`src/rtl/tlul_source_remap_pkg.sv`:
```
// Shared TL-UL types and constants for the host-side source remapper.
package tlul_source_remap_pkg;

  localparam int TL_AW  = 32;
  localparam int TL_DW  = 32;
  localparam int TL_AIW = 8;
  localparam int TL_DIW = 1;
  localparam int TL_SZW = 2;
  localparam int TL_DBW = TL_DW / 8;

  // Largest pool that still leaves the source MSB free for the socket's port index.
  localparam int RemapMaxSlots = 2 ** (TL_AIW - 1);

  typedef struct packed {
    logic              a_valid;
    logic [2:0]        a_opcode;
    logic [2:0]        a_param;
    logic [TL_SZW-1:0] a_size;
    logic [TL_AIW-1:0] a_source;
    logic [TL_AW-1:0]  a_address;
    logic [TL_DBW-1:0] a_mask;
    logic [TL_DW-1:0]  a_data;
    logic              d_ready;
  } tl_h2d_t;

  typedef struct packed {
    logic              d_valid;
    logic [2:0]        d_opcode;
    logic [2:0]        d_param;
    logic [TL_SZW-1:0] d_size;
    logic [TL_AIW-1:0] d_source;
    logic [TL_DIW-1:0] d_sink;
    logic [TL_DW-1:0]  d_data;
    logic              d_error;
    logic              a_ready;
  } tl_d2h_t;

  // Slot index width, never narrower than one bit.
  function automatic int remap_slot_w(int n);
    return (n > 1) ? $clog2(n) : 1;
  endfunction

endpackage

```
`src/rtl/tlul_source_remap_alloc.sv`:
```
// Slot pool: busy vector, lowest-free picker, full flag and occupancy counter.
module tlul_source_remap_alloc
  import tlul_source_remap_pkg::*;
#(
  parameter int NumSlots = 4,
  parameter int SlotW    = 2,
  parameter int CntW     = 3
) (
  input  logic                clk_i,
  input  logic                rst_i,
  input  logic                alloc_i,
  input  logic                free_i,
  input  logic [SlotW-1:0]    free_idx_i,
  output logic [SlotW-1:0]    alloc_idx_o,
  output logic                full_o,
  output logic [CntW-1:0]     cnt_o,
  output logic [NumSlots-1:0] busy_o
);

  logic [NumSlots-1:0] busy_q, busy_d;
  logic [CntW-1:0]     cnt_q, cnt_d;
  logic                alloc_ok;

  assign full_o   = &busy_q;
  assign alloc_ok = alloc_i & ~full_o;

  // Lowest-index free slot; scanning downward lets the lowest match win.
  always_comb begin
    alloc_idx_o = '0;
    for (int i = NumSlots - 1; i >= 0; i--) begin
      if (!busy_q[i]) alloc_idx_o = SlotW'(i);
    end
  end

  // Next busy vector and count; the allocated slot is free and the released one busy, so they never collide.
  always_comb begin
    busy_d = busy_q;
    for (int i = 0; i < NumSlots; i++) begin
      if (alloc_ok && alloc_idx_o == SlotW'(i)) busy_d[i] = 1'b1;
      if (free_i && free_idx_i == SlotW'(i))    busy_d[i] = 1'b0;
    end
    cnt_d = cnt_q + CntW'(alloc_ok) - CntW'(free_i);
  end

  // Pool state registers.
  always_ff @(posedge clk_i or posedge rst_i) begin
    if (rst_i) begin
      busy_q <= '0;
      cnt_q  <= '0;
    end else begin
      busy_q <= busy_d;
      cnt_q  <= cnt_d;
    end
  end

  assign cnt_o  = cnt_q;
  assign busy_o = busy_q;

  a_cnt_bound: assert property (@(posedge clk_i) disable iff (rst_i) cnt_q <= CntW'(NumSlots));
  a_no_alloc_full: assert property (@(posedge clk_i) disable iff (rst_i) !(alloc_i && full_o));
  a_cnt_popcount: assert property (@(posedge clk_i) disable iff (rst_i) int'(cnt_q) == $countones(busy_q));

endmodule

```
`src/rtl/tlul_source_remap.sv`:
```
// Compresses host a_source into a small slot pool and restores it on the D channel.
module tlul_source_remap
  import tlul_source_remap_pkg::*;
#(
  parameter int NumSlots   = 4,
  parameter bit ErrOnStray = 1'b1,
  localparam int SlotW     = remap_slot_w(NumSlots),
  localparam int CntW      = $clog2(NumSlots + 1)
) (
  input  logic            clk_i,
  input  logic            rst_i,
  input  tl_h2d_t         tl_h_i,
  output tl_d2h_t         tl_h_o,
  output tl_h2d_t         tl_d_o,
  input  tl_d2h_t         tl_d_i,
  output logic [CntW-1:0] outstanding_o,
  output logic            stray_rsp_o
);

  typedef logic [SlotW-1:0] tl_slot_t;

  tl_slot_t            free_idx, d_idx;
  logic                full, a_fire, d_fire, in_range, slot_busy, release_ok;
  logic [NumSlots-1:0] busy;
  logic [TL_AIW-1:0]   rd_src;
  logic [TL_AIW-1:0]   src_tbl_q [NumSlots];
  logic                stray_q;

  assign a_fire     = tl_h_i.a_valid & ~full & tl_d_i.a_ready;
  assign d_fire     = tl_d_i.d_valid & tl_h_i.d_ready;
  assign d_idx      = tl_d_i.d_source[SlotW-1:0];
  assign in_range   = (tl_d_i.d_source[TL_AIW-1:SlotW] == '0)
                    && ({1'b0, d_idx} < (SlotW + 1)'(NumSlots));
  assign release_ok = d_fire & slot_busy;

  tlul_source_remap_alloc #(
    .NumSlots (NumSlots),
    .SlotW    (SlotW),
    .CntW     (CntW)
  ) u_alloc (
    .clk_i       (clk_i),
    .rst_i       (rst_i),
    .alloc_i     (a_fire),
    .free_i      (release_ok),
    .free_idx_i  (d_idx),
    .alloc_idx_o (free_idx),
    .full_o      (full),
    .cnt_o       (outstanding_o),
    .busy_o      (busy)
  );

  // Response slot lookup; out-of-range indices read as an unallocated slot.
  always_comb begin
    rd_src    = '0;
    slot_busy = 1'b0;
    for (int i = 0; i < NumSlots; i++) begin
      if (in_range && d_idx == SlotW'(i)) begin
        rd_src    = src_tbl_q[i];
        slot_busy = busy[i];
      end
    end
  end

  // A channel toward the socket: gated valid, compressed source.
  always_comb begin
    tl_d_o          = tl_h_i;
    tl_d_o.a_valid  = tl_h_i.a_valid & ~full;
    tl_d_o.a_source = TL_AIW'(free_idx);
  end

  // D channel toward the host: restored source, stray responses flagged.
  always_comb begin
    tl_h_o          = tl_d_i;
    tl_h_o.a_ready  = tl_d_i.a_ready & ~full;
    tl_h_o.d_source = slot_busy ? rd_src : '0;
    tl_h_o.d_error  = tl_d_i.d_error | (ErrOnStray & ~slot_busy);
  end

  // Capture the host source into the slot being allocated.
  always_ff @(posedge clk_i or posedge rst_i) begin
    if (rst_i) begin
      for (int i = 0; i < NumSlots; i++) src_tbl_q[i] <= '0;
    end else begin
      for (int i = 0; i < NumSlots; i++) begin
        if (a_fire && free_idx == SlotW'(i)) src_tbl_q[i] <= tl_h_i.a_source;
      end
    end
  end

  // Sticky record of any accepted response for an unallocated slot.
  always_ff @(posedge clk_i or posedge rst_i) begin
    if (rst_i)                      stray_q <= 1'b0;
    else if (d_fire && !slot_busy)  stray_q <= 1'b1;
  end

  assign stray_rsp_o = stray_q;

endmodule

```
`config.mk`:
```
export PLATFORM = sky130hd
export DESIGN_NAME = tlul_source_remap
export DESIGN_NICKNAME = d
export VERILOG_FILES = /design/src/rtl/tlul_source_remap_pkg.sv /design/src/rtl/tlul_source_remap_alloc.sv /design/src/rtl/tlul_source_remap.sv
export SDC_FILE = /design/constraint.sdc
export NUM_CORES = 1
export LEC_CHECK = 0
export ABC_AREA = 1
export CAP_MARGIN = 40
export CORE_ASPECT_RATIO = 1.25
export CORE_MARGIN = 8
export CORE_UTILIZATION = 29
export DETAILED_ROUTE_END_ITERATION = 16
export PLACE_DENSITY = 0.8
export SETUP_SLACK_MARGIN = 0.2
export SYNTH_ARGS = -nofsm -noshare
export SYNTH_HDL_FRONTEND = slang
export SYNTH_SLANG_ARGS = --single-unit
```
`constraint.sdc`:
```
create_clock -name clk_i -period 2 [get_ports clk_i]
set_input_delay 0.4 -clock clk_i [delete_from_list [all_inputs] [get_ports clk_i]]
set_output_delay 0.4 -clock clk_i [all_outputs]
set_load 0.02 [all_outputs]
```
# Yosys cells after proc, flatten, opt, wreduce, memory -nomap -nowiden
# Index checks and enable logic that the tools add are counted.
totals:
  out_inout_bits: 142
  input_bits: 140
  register_bits: 40
op_classes:
  add_sub_neg: 2
  eq_ne: 6
  n_reduce_logical: 26
  bitwise_logic: 9
  muxes: 21
ops:
  columns: ["cell", "n"]
  rows:
  - ["8-bit 2-to-1 mux", 5]
  - ["1-bit logical AND", 17]
  - ["1-bit 2-to-1 mux", 12]
  - ["2-bit == test, second input constant", 4]
  - ["2-bit 2-to-1 mux", 4]
  - ["2-bit nonzero test", 4]
  - ["1-bit AND", 6]
  - ["6-bit logical NOT", 1]
  - ["2-bit by 1-bit == test with 1-bit output, second input constant", 2]
  - ["2-bit logical NOT", 2]
  - ["4-bit AND reduction", 1]
  - ["3-bit by 1-bit adder with 3-bit output", 1]
  - ["3-bit by 1-bit subtractor with 3-bit output", 1]
  - ["1-bit NOT", 2]
  - ["1-bit logical NOT", 1]
  - ["1-bit bitwise OR", 1]

# Longest topological paths before layout
logic_depth:
  depth_word: 9
  mapped_depth: 13
  mapped_depth_nobuf: 13

# Hierarchy
# From an unflattened synthesis, not the netlist that was laid out.
unflattened:
  cells_unflattened: 407
  hier_area_um2: 3176.8
modules_own_cells:
  columns: ["mod", "n_inst", "area_each_um2", "cells_per_inst"]
  rows:
  - ["tlul_source_remap", 1, 2781.4, 363]
  - ["tlul_source_remap_alloc", 1, 395.4, 44]

# Worst setup path after synthesis
# No wires, ideal clock.
synth_path:
  path_kind: "in2reg"
  start: "input tl_d_i[38] in the netlist's numbering"
  end: "register u_alloc.cnt_q[2] (netlist: u_alloc.cnt_o[2])"
  required_time_ps: 1877
  setup_time_ps: 123
  arrival_ps: 2271
  cell_stages: 11
  setup_slack_ps: -394
  n_path_buf: 0
  cell_sequence: "or2_1 -> nor3_4 -> nand2_1 -> nand2_2 -> nor2_1 -> ha_1 -> inv_1 -> ha_1 -> inv_1 -> fa_1 -> xnor2_1"
synth_via:
  elab_chain_len: 8
synth_lines:
  columns: ["element", "line", "text"]
  rows:
  - ["start, declared", "tlul_source_remap.sv:15", "input tl_d2h_t tl_d_i,"]
  - ["6-bit logical NOT *", "tlul_source_remap.sv:32", "assign in_range = (tl_d_i.d_source[TL_AIW-1:SlotW] == '0)"]
  - ["1-bit logical AND", "tlul_source_remap.sv:57", "if (in_range && d_idx == SlotW'(i)) begin"]
  - ["1-bit 2-to-1 mux (3 in a row)", "tlul_source_remap.sv:57", null]
  - ["1-bit 2-to-1 mux *", "tlul_source_remap.sv:57", null]
  - ["1-bit AND *", "tlul_source_remap.sv:34", "assign release_ok = d_fire & slot_busy;"]
  - ["3-bit by 1-bit subtractor with 3-bit output *", "tlul_source_remap_alloc.sv:42", "cnt_d = cnt_q + CntW'(alloc_ok) - CntW'(free_i);"]
  - ["net u_alloc.cnt_d[2]", "tlul_source_remap_alloc.sv:21", "logic [CntW-1:0] cnt_q, cnt_d;"]
  - ["end signal, assigned", "tlul_source_remap_alloc.sv:52", "cnt_q <= cnt_d;"]
  - ["end, declared", "tlul_source_remap_alloc.sv:21", null]
# The timed path passes the listed nets; every way through them passes the cells marked *.
# A chain may end at the register's enable or synchronous reset.

# Final worst setup path
layout_path:
  start: "input tl_d_i[38] in the netlist's numbering"
  end: "register u_alloc.cnt_q[1] (netlist: u_alloc.cnt_o[1])"
# The elaborated chain is that of the path after synthesis.

==> results.json <==
{
  "status": "complete, but fails checks",
  "failed_checks": "negative setup slack",
  "grt_max_degree": 41,
  "drive_above_1_share_pct": 36.80,
  "slowest_stage": "fa_1",
  "final.period_utilization_pct": 109.4,
  "drtAntennaViolNets": 0,
  "worst_slew_pin_slew_ps": 521.1,
  "maxCapViolCount": 0,
  "avgSynthCellArea_sq_um": 8.297,
  "rows": 42,
  "final_cell_mix": "nand2_1 (57), dfrtp_1 (40), buf_4 (30)",
  "total_power_mw": 2.423,
  "clock-root-buffer": "clkbuf_16",
  "drtPass1Iterations": 5,
  "antenna_found_initial": 0,
  "crit_path_max_fanout": 6,
  "n_fill_cell": 1071,
  "clockBufferDepth": 2,
  "fp.coreArea_sq_mm": 0.01056,
  "dpl_cell_area_sq_mm": 0.002909,
  "drt_iter0_markers": 168,
  "place_hpwl_microns": 10770,
  "clkSinkCount": 40,
  "crit_chain": "buf_6, or2_4, nor2_4, o211ai_1, nand3_2, nand2_4, nor2_4, ha_4, inv_2, ha_4, inv_2, fa_1, inv_1",
  "end_kind": "register",
  "grt_pass1_vias": 2240,
  "syn_area_sq_mm": 0.003128,
  "cts_buffers": 5,
  "period_minus_slack_ps": 2189,
  "slew_violations": 0,
  "tritoncts": "built",
  "final_cells": 469,
  "hp-class": "register to register",
  "diodes": 0,
  "cp.arrival_ps": 2360,
  "yosys_warnings": 0,
  "io_buffers": 41,
  "htree_levels": 2,
  "synth.ff_latch_count": 40,
  "place_congestion": 0.8707,
  "fin_worst_skew_ps": 5.901,
  "power_density_mw_per_mm2": 730.4,
  "pin_count": 282,
  "vias": 2211,
  "die_h_microns": 132.1,
  "syn2layout_area_growth_pct": 6.040,
  "routed_via_density": 4.714,
  "crit_path_start_kind": "input port",
  "drc": 0,
  "max_slew_margin_pct": 65.26,
  "rsz0062_at_grt": "yes",
  "synthTopCellsByArea": "dfrtp_1 (32%), buf_4 (30%), nand2_1 (7.2%)",
  "cpPeakStageDelay_ps": 470,
  "clk_pin_slew_ps": 60,
  "fmax_mhz": 456.9,
  "fin_area_sq_mm": 0.003317,
  "synth.top_cell.area_share_pct": 32.00,
  "dieArea_sq_mm": 0.01439,
  "post-place-ws_ps": -975.2,
  "gr-usage-all-layers_pct": 16.08,
  "crit_required_ps": 2170,
  "setup_ws_ps": -188.5,
  "wirelength_microns": 12470,
  "synth_top_area_cell": "dfrtp_1",
  "nNetsFinal": 479,
  "final_common_cell": "nand2_1",
  "yosysUniqueCellTypes": 28,
  "finalHoldViolations": 0,
  "critPathKind": "input port to register",
  "gr-total-overflow": 0,
  "yosysSeqAreaShare_pct": 32.00,
  "floorplan.initialDensity_pct": 29.61,
  "die_x_microns": 108.9,
  "routedWlPerCell_microns": 26.58,
  "setup_viol": 11,
  "syn_inst": 377,
  "dp_cells": 445,
  "clk_latency_ps": 280,
  "grt_pass1_wl_microns": 16360,
  "p_leak_nw": 1.647,
  "ir_worst_vdd_uv": 378.9
}
cell usage after synthesis (all sizes together):
| cell | number |
|---|---|
| xnor2 | 2 |
| o21bai | 1 |
| nor2 | 12 |
| nand3 | 31 |
| nor3 | 3 |
| o211ai | 1 |
| buf | 132 |
| nand4 | 5 |
| or2 | 2 |
| dfrtp | 40 |
| o21ai | 39 |
| ha | 2 |
| conb | 1 |
| a21oi | 4 |
| clkinv | 1 |
| inv | 34 |
| nand2 | 66 |
| fa | 1 |
through the flow:
step                hold WS [ps]  TNS [ps]  util (%)
floorplan                  449.6    -511.3         -
global placement           458.5    -10300     27.54
detailed placement         466.2    -10760     27.54
CTS                        482.0     -1094     29.42
finish                     482.2     -1709     31.40
global route               499.0     -2602     31.40
worst max-delay path, delay by kind of cell:
family	cells	cell delay, ps
AO/OA/AOI/OAI	1	160
adder cells (fa/ha/maj)	3	790
buffers and inverters	4	220
AND/OR/NAND/NOR	5	790
cells by family after synthesis:
group,share of synthesized area [%]
AOI/OAI and AO/OA,10.36
xor gates and xnor gates,0.5601
adders and majority gates,1.440
buffers and inverters,36.32
DFF,32.00
other,0.1199
and+or+nand+nor,19.20
worst paths after layout:
check                      cells after the start                end  slack [ps]               from
min reg2reg                                    2       src_tbl_q[4]         480       src_tbl_q[4]
max in group asynchronous                      3       src_tbl_q[5]        1090              rst_i
max                                           13   u_alloc.cnt_o[1]        -190         tl_d_i[38]
max reg2reg                                   10   u_alloc.cnt_o[1]           0  u_alloc.busy_o[2]
min                                            2       src_tbl_q[4]         480       src_tbl_q[4]
min in group asynchronous                      3  u_alloc.busy_o[2]         540              rst_i
routing by layer:
metal | vias up | part of all wire, % | GRT usage [%]
met5 | - | 0.84 | 6.367
met4 | 2 | 0.97 | 2.288
met3 | 12 | 26 | 18.93
met2 | 206 | 47 | 25.57
met1 | 1011 | 25 | 12.20
li1 | 980 | - | -
area by class of cell:
class | instances | area (sq um) | share of cell area [%]
clock buffer | 5 | 125.1 | 3.772
clock inverter | 3 | 21.27 | 0.6413
timing repair buffer | 79 | 738.2 | 22.26
sequential | 40 | 1001 | 30.18
tap | 132 | 165.2 | 4.979
inverter | 35 | 148.9 | 4.489
multi-input combinational | 175 | 1117 | 33.69
registers in the layout (all words and copies together), names as in the netlist:
register,count
src_tbl_q,32
u_alloc.busy_o,4
u_alloc.cnt_o,3
stray_rsp_o,1
what timing repair did:
item,4_1_cts,5_1_grt
pin swaps,13,13
hold buffers,0,0
endpoints found under the setup margin,20,22
setup buffers,4,11
gates cloned,0,1
resized for setup,102,36
endpoints found under the hold margin,0,0
power by group:
part	leakage, nW	internal, mW	total, mW	switching, mW
Combinational	1.06	0.273	0.607	0.334
Sequential	0.518	0.940	1.03	0.0896
Clock	0.0702	0.464	0.786	0.322
Total	1.65	1.68	2.42	0.746
Note: power is estimated with default switching activity, not from simulation.
